[config.mk]
export PLATFORM = sky130hd
export DESIGN_NAME = pulse_sequencer
export DESIGN_NICKNAME = d
export VERILOG_FILES = /design/src/rtl/pulse_sequencer.sv
export SDC_FILE = /design/constraint.sdc
export NUM_CORES = 1
export LEC_CHECK = 0
export CORE_ASPECT_RATIO = 2
export CORE_MARGIN = 2
export CORE_UTILIZATION = 40
export DETAILED_ROUTE_END_ITERATION = 8
export GPL_TIMING_DRIVEN = 0
export PLACE_DENSITY_LB_ADDON = 0.1
export SETUP_SLACK_MARGIN = 0.15
export SYNTH_ARGS = -nofsm -noshare
export SYNTH_HDL_FRONTEND = slang
export SYNTH_SLANG_ARGS = --single-unit
[constraint.sdc]
create_clock -name clk_in -period 4.5 [get_ports clk_in]
set_input_delay 0.9 -clock clk_in [delete_from_list [all_inputs] [get_ports clk_in]]
set_output_delay 0.9 -clock clk_in [all_outputs]
set_load 0.02 [all_outputs]
[src/rtl/pulse_sequencer.sv]
// pulse_sequencer: table-driven multi-channel pulse train generator.
// Each table entry holds an output pattern and a duration code D; a step
// lasts D+1 cycles. Runs a programmable number of steps per pass, for a
// finite number of passes or continuously, with start/abort control.
module pulse_sequencer #(
  parameter int                DUR_W        = 22,
  parameter int                OUT_W        = 8,
  parameter int                DEPTH        = 16,
  parameter int                AW           = $clog2(DEPTH),
  parameter logic [OUT_W-1:0]  IDLE_PATTERN = 8'h80
) (
  input  logic              clk_in,
  input  logic              rst_n,
  input  logic              cfg_we,
  input  logic [AW-1:0]     cfg_addr,
  input  logic [DUR_W-1:0]  cfg_dur,
  input  logic [OUT_W-1:0]  cfg_pattern,
  input  logic [AW:0]       num_steps,
  input  logic [15:0]       repeat_count,
  input  logic              start,
  input  logic              abort,
  output logic [OUT_W-1:0]  signal_out,
  output logic              busy,
  output logic [AW-1:0]     step_index,
  output logic              step_strobe,
  output logic              done
);

  localparam logic [AW:0]      DEPTH_W  = (AW+1)'(DEPTH);
  localparam logic [AW:0]      STEP_ONE = (AW+1)'(1);
  localparam logic [AW-1:0]    IDX_ONE  = AW'(1);
  localparam logic [DUR_W-1:0] DUR_ONE  = DUR_W'(1);

  typedef enum logic [0:0] {
    ST_IDLE = 1'b0,
    ST_RUN  = 1'b1
  } state_t;

  state_t           state, state_nx;
  logic [DUR_W-1:0] dur_mem [DEPTH];
  logic [OUT_W-1:0] pat_mem [DEPTH];

  logic [DUR_W-1:0] cnt, cnt_nx;
  logic [AW-1:0]    last, last_nx;
  logic [15:0]      passes, passes_nx;
  logic             cont, cont_nx;
  logic [OUT_W-1:0] out_nx;
  logic             busy_nx, strobe_nx, done_nx;
  logic [AW-1:0]    idx_nx;

  logic [AW:0]      eff_steps, eff_m1;
  logic             enter, go_idle;
  logic [AW-1:0]    enter_idx;

  // Step table write port; addresses beyond the table are silently dropped.
  always_ff @(posedge clk_in or negedge rst_n) begin
    if (!rst_n) begin
      for (int i = 0; i < DEPTH; i++) begin
        dur_mem[i] <= '0;
        pat_mem[i] <= IDLE_PATTERN;
      end
    end else if (cfg_we && ({1'b0, cfg_addr} < DEPTH_W)) begin
      dur_mem[cfg_addr] <= cfg_dur;
      pat_mem[cfg_addr] <= cfg_pattern;
    end
  end

  // Next-state and next-output logic; entering a step reads the table here.
  always_comb begin
    eff_steps = (num_steps > DEPTH_W) ? DEPTH_W : num_steps;
    eff_m1    = eff_steps - STEP_ONE;
    state_nx  = state;
    cnt_nx    = cnt;
    last_nx   = last;
    passes_nx = passes;
    cont_nx   = cont;
    out_nx    = signal_out;
    busy_nx   = busy;
    idx_nx    = step_index;
    strobe_nx = 1'b0;
    done_nx   = 1'b0;
    enter     = 1'b0;
    enter_idx = '0;
    go_idle   = 1'b0;
    case (state)
      ST_IDLE: begin
        if (start && !abort && (eff_steps != '0)) begin
          state_nx  = ST_RUN;
          last_nx   = eff_m1[AW-1:0];
          passes_nx = repeat_count;
          cont_nx   = (repeat_count == 16'd0);
          enter     = 1'b1;
        end else begin
          go_idle = 1'b1;
        end
      end
      ST_RUN: begin
        if (abort) begin
          go_idle = 1'b1;
        end else if (cnt != '0) begin
          cnt_nx = cnt - DUR_ONE;
        end else if (step_index != last) begin
          enter     = 1'b1;
          enter_idx = step_index + IDX_ONE;
        end else if (cont) begin
          enter = 1'b1;
        end else if (passes > 16'd1) begin
          passes_nx = passes - 16'd1;
          enter     = 1'b1;
        end else begin
          go_idle = 1'b1;
          done_nx = 1'b1;
        end
      end
      default: begin
        go_idle = 1'b1;
      end
    endcase
    if (enter) begin
      out_nx    = pat_mem[enter_idx];
      idx_nx    = enter_idx;
      cnt_nx    = dur_mem[enter_idx];
      strobe_nx = 1'b1;
      busy_nx   = 1'b1;
    end else if (go_idle) begin
      state_nx = ST_IDLE;
      out_nx   = IDLE_PATTERN;
      busy_nx  = 1'b0;
      idx_nx   = '0;
    end else begin
      // counting down inside the current step: outputs hold
      busy_nx = busy;
    end
  end

  // State, sequencing registers and registered outputs.
  always_ff @(posedge clk_in or negedge rst_n) begin
    if (!rst_n) begin
      state       <= ST_IDLE;
      cnt         <= '0;
      last        <= '0;
      passes      <= 16'd0;
      cont        <= 1'b0;
      signal_out  <= IDLE_PATTERN;
      busy        <= 1'b0;
      step_index  <= '0;
      step_strobe <= 1'b0;
      done        <= 1'b0;
    end else begin
      state       <= state_nx;
      cnt         <= cnt_nx;
      last        <= last_nx;
      passes      <= passes_nx;
      cont        <= cont_nx;
      signal_out  <= out_nx;
      busy        <= busy_nx;
      step_index  <= idx_nx;
      step_strobe <= strobe_nx;
      done        <= done_nx;
    end
  end

endmodule

==> flow_summary_export.csv, run 1 <==
group,metric,value,unit
die,initial_core_util,40.5,%
clock_tree,cts.hold.buffers_added,0,
grt,busiest_layer,"met2",
synth,syn_nets,2148,
synth,synth_top_area_share,51.4,%
die,die_x,182,um
clock_tree,numCtsBuffers,50,
route,ant_nets,0,
setup_path,end_kind,"flop",
finish,drive_gt1_share,30.7,%
pwr,p_per_area,453,mW/mm2
clock_tree,insertion_delay,630,ps
synth,synth_area,0.0254,mm2
route,wl_per_cell,31.3,um
grt,grt_pass1_vias,19400,
synth,async_reset_ff_share,100,%
run,maxCapViolCount,0,
synth,ys_seq_area_share,53.1,%
pwr,leakagePower,0.0123,uW
clock_tree,h-tree-depth,2,
finish,finalInstanceArea,0.0291,mm2
grt,use_met2,52.5,%
sta,final.setup.tns,0,ps
sta,rsz0062_at_grt,"no",
route,first_pass_iters,5,
finish,nets,2290,
setup_path,cp_max_fo,10,
setup_path,path_class,"flop to flop",
synth,syn_area_per_cell,12.2,um2
synth,ys_seq_elements,539,
grt,grt_usage,29.3,%
finish,finish.utilization,46.3,%
sta,max-slew-margin-rel,3.02,%
grt,antenna_found_initial,2,
synth,synth_cells,2082,
die,row_count,130,
sta,hold_violations,0,
pwr,peakVddDrop,0.328,mV
synth,synth_cell_type_count,70,
placed_design,place.gp.congestion,0.957,
die,io_pins,75,
synth,synthFlopType,"dfrtp_1",
min_path,hold_path.class,"input port to asynchronous set/reset pin",
route,num_vias,18500,
synth,yosys_warnings,0,
clock_tree,clkTransAtPathRegs,70,ps
status,status,"finished, final reports clean",
setup_path,required,4990,ps
die,die_h,361,um
route,vias_per_cell,6.04,
die,coreArea,0.0628,mm2
route,first_iter_violations,1202,
sta,final.setup_skew,26.3,ps
clock_tree,clk_path_buf_depth,3,
route,drc,0,
sta,timing.fmax,229,MHz
die,design.die.area,0.0657,mm2
setup_path,start_kind,"flop",
synth,synth_edf_count,0,
synth,synth_top_area_cell,"dfrtp_1",
finish,syn_to_final_growth,14.4,%
setup_path,worstPathArrival,4850,ps
sta,setup_viol,0,
sta,tightest_slew,1450,ps
placed_design,placed_area,0.0273,mm2
finish,fillers,5761,
pwr,power,13200,uW
grt,grt_pass1_wl,137000,um
grt,grt_overflow,0,
placed_design,detailed_place_hpwl,67300,um
sta,post-route-period-util,96.9,%
clock_tree,cts_tree,"yes",
setup_path,rr_worst_depth,8,
sta,final.min_clock_period,4360,ps
grt,grt_use_met3,4.05,%
grt,use_met1,31.4,%
synth,yosys-top-cells-area,"dfrtp_1, mux2_2, mux2i_1, nand2_1, dfstp_2",
grt,grt_max_degree,123,
clock_tree,cts_num_sinks,539,
synth,ys_top_cells_by_count,"dfrtp_1, mux2_2, nand2_1",
synth,synth_most_common_cell,"dfrtp_1",
clock_tree,ctsRootBufferMaster,"clkbuf_16",
placed_design,io_buffers,74,
sta,holdWs,251,ps
sta,slew_violations,0,
route,wirelength,95600,um
cells by family after synthesis:
group / count (synthesis) / share of synthesized area, %
buffers and inverters: 166 / 2.61
AO/OA/AOI/OAI: 276 / 6.96
flip-flops: 539 / 53.1
AND/OR/NAND/NOR: 467 / 8.94
XOR/XNOR: 19 / 0.655
multiplexers: 609 / 27.4
adder cells (fa/ha/maj): 6 / 0.295
cells in the final DEF (no fill, tap or decap), types with 21 or more instances in the layout:
master	Yosys	final
nor3_1	37	36
nor2_1	78	74
nand2_1	176	175
o22ai_1	24	24
buf_1	36	31
clkdlybuf4s50_1	0	73
a31oi_1	23	23
clkbuf_16	0	50
dfrtp_1	522	522
nand3_1	61	60
o221ai_1	21	21
mux2_2	505	505
clkbuf_1	105	105
mux2i_1	85	85
a21oi_1	74	74
o21ai_0	54	54
critical path: stages (launching register included):
cell and delay (ps):
dfrtp_1 470, ha_1 270, xor2_1 590, clkbuf_1 740, nand3_1 910, nor2_2 700
a21oi_1 150, nand3_1 220, o2111ai_1 170
cell type report:
cell class              instances  area, um2  area share (%)
repair buffers                 90        961            3.30
plain buffers                 155        687            2.36
flip-flops and latches        539      13500            46.4
clock inverters                20        198           0.680
inverters                      11       42.5           0.146
multi-input cells            1377      11300            38.9
diodes                          1       2.50         0.00860
clock buffers                  72       1370            4.72
well taps                     792        991            3.41
registers in the layout, indices dropped and copies added (netlist names):
signal	cells
passes	16
state	1
busy	1
cont	1
pat_mem	128
dur_mem	352
done	1
cnt	22
step_index	4
last	4
signal_out	8
step_strobe	1
final timing paths:
path	startpoint	endpoint	slack, ps
max	step_index[0]$_DFFE_PN0P_	signal_out[0]$_DFFE_PN0P_	140
min	rst_n	dur_mem[11]$_DFFE_PN0P_	250
max reg2reg	step_index[0]$_DFFE_PN0P_	signal_out[0]$_DFFE_PN0P_	140
min reg2reg	busy$_DFFE_PN0P_	busy$_DFFE_PN0P_	500
max in group asynchronous	rst_n	dur_mem[292]$_DFFE_PN0P_	2550
min in group clk_in	busy$_DFFE_PN0P_	busy$_DFFE_PN0P_	500
layer usage:
layer  vias to the layer above  wire [um]
li1                       7874          -
met1                      9590      33400
met2                       707      49400
met3                       304       4640
met4                         2       8230
met5                         -         11
where the power goes:
part / leakage (uW) / internal [uW] / switching (uW)
Clock: 0.000779 / 2300 / 1990
Sequential: 0.00659 / 5980 / 660
Combinational: 0.00492 / 1240 / 1010
what timing repair did:
item	in CTS	in global routing
setup endpoints to repair	32	20
pin swaps	6	2
resized for setup	33	16
setup buffers	4	5
metrics by stage:
| step | cells | worst slack [ps] |
|---|---|---|
| 6_report | 3057 | 138 |
| 5_1_grt | 3056 | 134 |
| 4_1_cts | 3051 | 78.6 |
| 3_5_place_dp | 2955 | -1100 |
| 3_3_place_gp | 2948 | -21440 |
| 2_1_floorplan | 2082 | 1030 |
Note: power is estimated with default switching activity, not from simulation.
==> run 2: changes to the inputs <==
==> constraint.sdc (replaced) <==
create_clock -name clk_in -period 4.9 [get_ports clk_in]
set_input_delay 0.98 -clock clk_in [delete_from_list [all_inputs] [get_ports clk_in]]
set_output_delay 0.98 -clock clk_in [all_outputs]
set_load 0.02 [all_outputs]
==> flow_summary_export.csv, run 2 (synthesized netlist as in run 1, its figures left out) <==
group,metric,value,unit
setup_path,rr_worst_depth,11,
grt,grt_pass1_wl,137000,um
placed_design,io_buffers,74,
route,first_iter_violations,1323,
clock_tree,cts_tree,"yes",
setup_path,start_kind,"flop",
placed_design,placed_area,0.0273,mm2
placed_design,detailed_place_hpwl,67300,um
clock_tree,h-tree-depth,2,
pwr,power,12100,uW
sta,rsz0062_at_grt,"no",
sta,max-slew-margin-rel,3.41,%
finish,largest_reg_flops,352,
placed_design,dpl.cell_count,2955,
run,maxCapViolCount,0,
finish,nets,2287,
setup_path,path_cells,"or4_1, clkbuf_1, nor4_1, nand4_1, clkbuf_2, clkdlybuf4s15_2, nor3_1, nor3_1, a211oi_1, o211ai_1, o21a_1",
grt,grt_overflow,0,
die,design.die.area,0.0657,mm2
clock_tree,numCtsBuffers,50,
die,row_count,130,
clock_tree,clk_path_buf_depth,3,
grt,grt_max_degree,123,
grt,antenna_found_initial,3,
route,wl_per_cell,31.4,um
route,dr_wl_met3,4580,um
sta,timing.fmax,208,MHz
grt,grt_usage,29.3,%
route,ant_nets,0,
setup_path,path_class,"flop to flop",
sta,slew_violations,0,
route,num_vias,18500,
setup_path,cpPeakStageDelay,740,ps
finish,finalInstanceArea,0.0290,mm2
route,top_layer,"met5",
die,initial_core_util,40.5,%
route,vias_per_cell,6.06,
setup_path,crit_top_cell,"nor3_1",
sta,post-route-period-util,98.2,%
finish,drive_gt1_share,29.9,%
sta,setup_viol,0,
route,wirelength,95800,um
setup_path,required,5410,ps
die,die_h,361,um
min_path,hold_path.class,"input port to asynchronous set/reset pin",
clock_tree,cts_num_sinks,539,
setup_path,worstPathArrival,5320,ps
pwr,p_per_area,418,mW/mm2
setup_path,crit_buf_inv,3,
sta,tightest_slew,1450,ps
sta,final.setup.tns,0,ps
finish,syn_to_final_growth,14.1,%
clock_tree,ctsRootBufferMaster,"clkbuf_16",
setup_path,crit_family,"simple AND/OR/NAND/NOR gates",
die,io_pins,75,
finish,final_common_cell,"dfrtp_1",
sta,hold_violations,0,
setup_path,cp.depth,11,
clock_tree,clkTransAtPathRegs,70,ps
sta,final.setup_skew,27.8,ps
route,wl_met2,49700,um
clock_tree,cts.hold.buffers_added,0,
finish,top_regs,"dur_mem (352), pat_mem (128), cnt (22)",
finish,final_cell_mix,"dfrtp_1, mux2_2, nand2_1, clkbuf_1, mux2i_1",
finish,stdcell_count,3054,
die,coreArea,0.0628,mm2
setup_path,r2r_start,"cnt[17]$_DFFE_PN0P_",
finish,fillers,5775,
pwr,peakVddDrop,0.302,mV
sta,final.min_clock_period,4810,ps
setup_path,crit_slowest_cell,"a211oi_1",
setup_path,cp_max_fo,10,
clock_tree,insertion_delay,630,ps
setup_path,reg2reg_slack,90,ps
status,status,"finished, final reports clean",
route,first_pass_iters,5,
finish,top_register,"dur_mem",
route,m1WireLength,33600,um
placed_design,place.gp.congestion,0.957,
setup_path,end_kind,"flop",
setup_path,r2r-end,"cnt[11]$_DFFE_PN0P_",
die,die_x,182,um
route,drc,0,
grt,grt_pass1_vias,19400,
pwr,leakagePower,0.0122,uW
-- run 2: changes by cell type in the layout (fill, tap and decap cells not counted), sizes merged --
cell	previous run	this run
buf	61	60
clkdlybuf4s15	5	3
-- run 2: worst register-to-register path: cells and delay by family (launching register included) --
family	cells	cell delay [ps]
and+or+nand+nor	5	1930
buffers and inverters	3	1250
AOI/OAI and AO/OA	3	1090
DFF	1	430
-- run 2: area by class of cell --
| type | instances | area, um2 | share of cell area (%) |
|---|---|---|---|
| Sequential cell | 539 | 13500 | 46.6 |
| Multi-Input combinational cell | 1377 | 11300 | 38.9 |
| Clock buffer | 72 | 1370 | 4.74 |
| Tap cell | 792 | 991 | 3.42 |
| Timing Repair Buffer | 87 | 946 | 3.26 |
| Buffer | 155 | 656 | 2.26 |
| Clock inverter | 20 | 198 | 0.682 |
| Inverter | 11 | 42.5 | 0.147 |
| Antenna cell | 1 | 2.50 | 0.00863 |
-- run 2: how the worst max path moves through the flow --
stage | start | endpoint
global route | cnt[7]$_DFFE_PN0P_ | cnt[11]$_DFFE_PN0P_
finish | cnt[17]$_DFFE_PN0P_ | cnt[11]$_DFFE_PN0P_
global placement | rst_n | dur_mem[44]$_DFFE_PN0P_
detailed placement | abort | cnt[18]$_DFFE_PN0P_
floorplan | cnt[17]$_DFFE_PN0P_ | cnt[5]$_DFFE_PN0P_
CTS | cnt[0]$_DFFE_PN0P_ | cnt[17]$_DFFE_PN0P_
-- run 2: report_power, final --
group	total [uW]	internal, uW	switching (uW)
registers	6100	5490	607
logic	2070	1140	932
clock network	3950	2120	1830
total	12100	8740	3370
-- run 2: through the flow --
stage          hold WS (ps)  util [%]  worst slack, ps
3_3_place_gp            470      43.3           -21120
4_1_cts                 360      46.1             53.6
3_5_place_dp            486      43.5             -778
2_1_floorplan           470         -             1430
6_report                339      46.2             86.0
5_1_grt                 391      46.2              154
-- run 2: timing repair --
action                                  in CTS  in global routing
gates resized for setup                     13                  9
buffers inserted                             3                  2
pin swaps                                    2                  2
endpoints found under the setup margin      26                 17
hold endpoints to repair                     0                  0
-- run 2: routing by layer --
metal | global-route usage [%] | up-vias
met5 | 0 | -
met1 | 31.6 | 9628
met3 | 3.97 | 304
met4 | 20.0 | 4
met2 | 52.9 | 709
li1 | - | 7866
